[config.mk]
export PLATFORM = sky130hd
export DESIGN_NAME = counter_mod_n
export DESIGN_NICKNAME = d
export VERILOG_FILES = /design/src/rtl/counter_pkg.sv /design/src/rtl/gray_encode.sv /design/src/rtl/counter_mod_n.sv
export SDC_FILE = /design/constraint.sdc
export NUM_CORES = 1
export LEC_CHECK = 0
export BUFFER_PORTS_ARGS = -buffer_cell sky130_fd_sc_hd__buf_4
export CAP_MARGIN = 20
export CORE_AREA = 10 10 47 49
export DETAILED_ROUTE_END_ITERATION = 16
export DIE_AREA = 0 0 57 59
export PLACE_DENSITY = 0.57
export SYNTH_ARGS = -nofsm -noshare
export SYNTH_HDL_FRONTEND = slang
export SYNTH_SLANG_ARGS = --single-unit
[constraint.sdc]
create_clock -name CLK -period 1.7 [get_ports CLK]
set_input_delay 0.34 -clock CLK [delete_from_list [all_inputs] [get_ports CLK]]
set_output_delay 0.34 -clock CLK [all_outputs]
set_load 0.02 [all_outputs]
[src/rtl/counter_pkg.sv]
// Shared definitions for the modulo-N counter: output encodings and the
// wrap-aware next-count rule.
package counter_pkg;

  localparam logic MODE_BIN  = 1'b0;
  localparam logic MODE_GRAY = 1'b1;

  // Evaluated in 32 bits, which is wider than any legal WIDTH.
  // A full-range counter (MODULUS = 2^WIDTH) therefore cannot overflow before the wrap compare.
  function automatic int unsigned next_count(input int unsigned cnt,
                                             input logic        up,
                                             input int unsigned modulus);
    if (up) return (cnt + 1 == modulus) ? 0 : cnt + 1;
    else    return (cnt == 0) ? modulus - 1 : cnt - 1;
  endfunction

endpackage

[src/rtl/gray_encode.sv]
// Combinational binary-to-Gray converter.
module gray_encode #(
  parameter int WIDTH = 3
) (
  input  logic [WIDTH-1:0] bin,
  output logic [WIDTH-1:0] gray
);

  assign gray = bin ^ (bin >> 1);

endmodule

[src/rtl/counter_mod_n.sv]
// Modulo-N up/down counter with load, enable, binary/Gray registered output
// and terminal-count / carry outputs for cascading.
module counter_mod_n
  import counter_pkg::*;
#(
  parameter int WIDTH   = 3,
  parameter int MODULUS = 8
) (
  input  logic             CLK,
  input  logic             RST_N,
  input  logic             EN,
  input  logic             UP,
  input  logic             LOAD,
  input  logic [WIDTH-1:0] D,
  input  logic             MODE,
  output logic [WIDTH-1:0] Q,
  output logic             TC,
  output logic             CO
);

  localparam longint unsigned RANGE   = 64'd1 << WIDTH;
  localparam logic [WIDTH-1:0] MAX_CNT = WIDTH'(MODULUS - 1);

  if (WIDTH < 2 || MODULUS < 2 || longint'(MODULUS) > longint'(RANGE)) begin : g_bad_params
    $fatal(1, "counter_mod_n: illegal WIDTH=%0d / MODULUS=%0d", WIDTH, MODULUS);
  end

  logic [WIDTH-1:0] cnt;
  logic [WIDTH-1:0] cnt_next;
  logic [WIDTH-1:0] gray_next;
  logic [WIDTH-1:0] q_next;

  always_comb begin
    // NOTE: default first so every path assigns cnt_next and no latch is inferred.
    cnt_next = cnt;
    if (LOAD) begin
      cnt_next = (D > MAX_CNT) ? MAX_CNT : D;
    end else if (EN) begin
      cnt_next = WIDTH'(next_count(int'(unsigned'(cnt)), UP, MODULUS));
    end
  end

  gray_encode #(.WIDTH(WIDTH)) u_gray (
    .bin  (cnt_next),
    .gray (gray_next)
  );

  assign q_next = (MODE == MODE_GRAY) ? gray_next : cnt_next;

  always_ff @(posedge CLK) begin
    // NOTE: non-blocking assignments for registered state; reset is synchronous.
    if (!RST_N) begin
      cnt <= '0;
      Q   <= '0;
    end else begin
      cnt <= cnt_next;
      Q   <= q_next;
    end
  end

  assign TC = UP ? (cnt == MAX_CNT) : (cnt == '0);
  assign CO = TC & EN;

endmodule

==> results_dict.tcl <==
set metrics [dict create \
    h-tree-depth 1 \
    worstPathRequired_ns 1.36 \
    pre_cts_ws_ns -0.100 \
    peakVddDrop_uv 476 \
    use_met2_pct 9.46 \
    synth_cell_types 24 \
    max-clock-path-buffers 2 \
    synth-edff-count 0 \
    fin_util_pct 44.8 \
    finalSetupViolCount 3 \
    r2r_cells 8 \
    cts-root-buf "clkbuf_4" \
    arrival_ns 1.45 \
    power.leakage_uw 0.000295 \
    min_to "cnt[1]" \
    ant_nets 0 \
    avgRoutedWirePerCell_um 11.5 \
    syn_inst 47 \
    place.port_buffers 13 \
    die-height_um 59 \
    synthesis.area_um2 390 \
    firstDrtPassIters 3 \
    rrSetupSlack_ns -0.05 \
    grt.overflow.total 0 \
    worst_r2r_startpoint "cnt[1]" \
    grt_max_degree 8 \
    grt_pass1_wl_um 1650 \
    synth_ff_type "dfxtp_1" \
    gp_congestion 0.716 \
    post-route-min-period_ns 1.79 \
    drive_above_1_share_pct 56.3 \
    rows 14 \
    antenna_found_initial 0 \
    final_max_slew_viol_count 0 \
    fin_skew_ns 0.00111 \
    syn2layout_area_growth_pct 60.9 \
    clock_sinks 5 \
    finalHoldViolCount 0 \
    clock.fmax_mhz 559 \
    fin_ws_ns -0.0884 \
    start_kind "register" \
    wl_um 1000 \
    viasPerCell 4.68 \
    start_util_pct 27.9 \
    tightest_slew_ns 0.228 \
    cts_buffers 3 \
    pwr-share-seq_pct 31.9 \
    ioPinCount 14 \
    grt_pass1_vias 402 \
    clock_latency_ns 0.23 \
    die_width_um 57 \
    fin_crit_sh_pct 105 \
    slew-limit-headroom_pct 84.8 \
    p_comb_share_pct 37.1 \
    p_sw_share_pct 29.0 \
    grt_setup_unrepaired "yes" \
    critical_path_class "reg2out" \
    path_max_fanout 3 \
    grtUsageMet1_pct 6.55 \
    p_per_area_nw_per_um2 685 \
    hp-start "RST_N" \
    reg2reg_to "Q[0]" \
    clk_pin_slew_worst_paths_ns 0.04 \
    use_met3_pct 3.22 \
    outcome "finished with violations" \
    dp_hpwl_um 770 \
    hold_path_class "in2reg" \
    cts_hold_buf 0 \
    yosysSeqAreaShare_pct 25.6 \
    p_switching_uw 125 \
    dieArea_um2 3360 \
    synth_seq_cells 5 \
    cp-end-kind "primary output" \
    postSynth.asyncResetShare_pct 0 \
    antenna_cells 0 \
    vias 407 \
    min_path_cells 2 \
    synth.avg_cell_area_um2 8.31 \
    nets 85 \
    syn_nets 60 \
    drv_cap 0 \
    violations "setup timing" \
    post-route-drc-count 0 \
    top_usage_layer "met2" \
    yosys_warnings 0 \
    cts_tree "yes" \
    clock_power_share_pct 31.0 \
    grt_usage_pct 5.80 \
    core_area_um2 1400 \
    p_int_uw 306 \
    drt_iter0_drc 4 \
]
## per-layer routing
layer | wire length [um] | vias to the layer above
li1 | - | 211
met1 | 463 | 182
met2 | 442 | 14
met3 | 95 | 0
met4 | 0 | 0
met5 | 0 | -
## synthesized netlist by cell type (2+ instances only)
cell      number  area share [%]
ha_1           4              13
and2_1         2             3.2
nand2b_1       3             4.8
nor2_1         5             4.8
nand2_1        3             2.9
inv_1          5             4.8
o211ai_1       3             5.8
a21oi_1        2             2.6
dfxtp_1        5              26
## sequential cells by signal (all words and copies together) (netlist names)
name and flops:
Q 3, cnt 2
## area by class of cell
cell class / instances / area (um2)
clock buffers: 4 / 26.3
fillers: 147 / 773
inverters: 5 / 18.8
multi-input cells: 36 / 299
flip-flops and latches: 5 / 103
well taps: 16 / 20.0
repair buffers: 21 / 161
## worst max path at each step
stage,startpoint,to,slack [ns],cells after the start
global placement,cnt[1],Q[0],-0.10,7
finish,cnt[1],CO,-0.09,6
floorplan,cnt[1],CO,-0.0008,5
CTS,cnt[1],CO,-0.11,6
detailed placement,cnt[1],Q[0],-0.10,7
global route,cnt[0],CO,-0.15,6
## logic make-up after synthesis
family / after synthesis / synth area share, %
AOI/OAI and AO/OA: 10 / 21.8
adders and majority gates: 4 / 12.8
buffers and inverters: 6 / 6.73
DFF: 5 / 25.6
muxes: 1 / 2.88
and+or+nand+nor: 21 / 30.1
## stage by stage
stage | area [um2] | power, uW | hold slack, ns | std cells | setup TNS (ns)
after floorplan | 397 | 213 | 0.486 | 47 | -0.000755
after detailed placement | 544 | 274 | 0.611 | 80 | -0.100
after CTS | 617 | 430 | 0.366 | 86 | -0.173
final | 628 | 430 | 0.366 | 87 | -0.169
after global placement | 544 | 274 | 0.609 | 80 | -0.111
after global routing | 628 | 457 | 0.374 | 87 | -0.461
## critical path, stage by stage, from the launching register on
cell and delay, ns:
dfxtp_2 0.33, inv_2 0.07, ha_4 0.12, or3b_4 0.38
nand2_2 0.07, and2_4 0.13, buf_6 0.10
## timing repair
item	4_1_cts	5_1_grt
endpoints found under the hold margin	0	0
resized for setup	11	1
pin swaps	6	5
setup endpoints to repair	3	4
setup buffers	2	1
## power groups by stage
stage / sequential (uW) / clock, uW / combinational, uW
global route: 139 / 142 / 176
floorplan: 143 / 0 / 70.3
finish: 137 / 133 / 160
global placement: 138 / 0 / 136
detailed placement: 137 / 0 / 136
CTS: 137 / 137 / 155
## cell usage in the layout, fill, tap and decap left out, drive strengths merged, types with 2 or more instances in the layout
cell type and count:
a21oi 2, and2 3, buf 21, clkbuf 4
dfxtp 5, ha 4, inv 5, nand2 3
nand2b 3, nor2 5, o211ai 3
(Power assumes the default switching activity.)
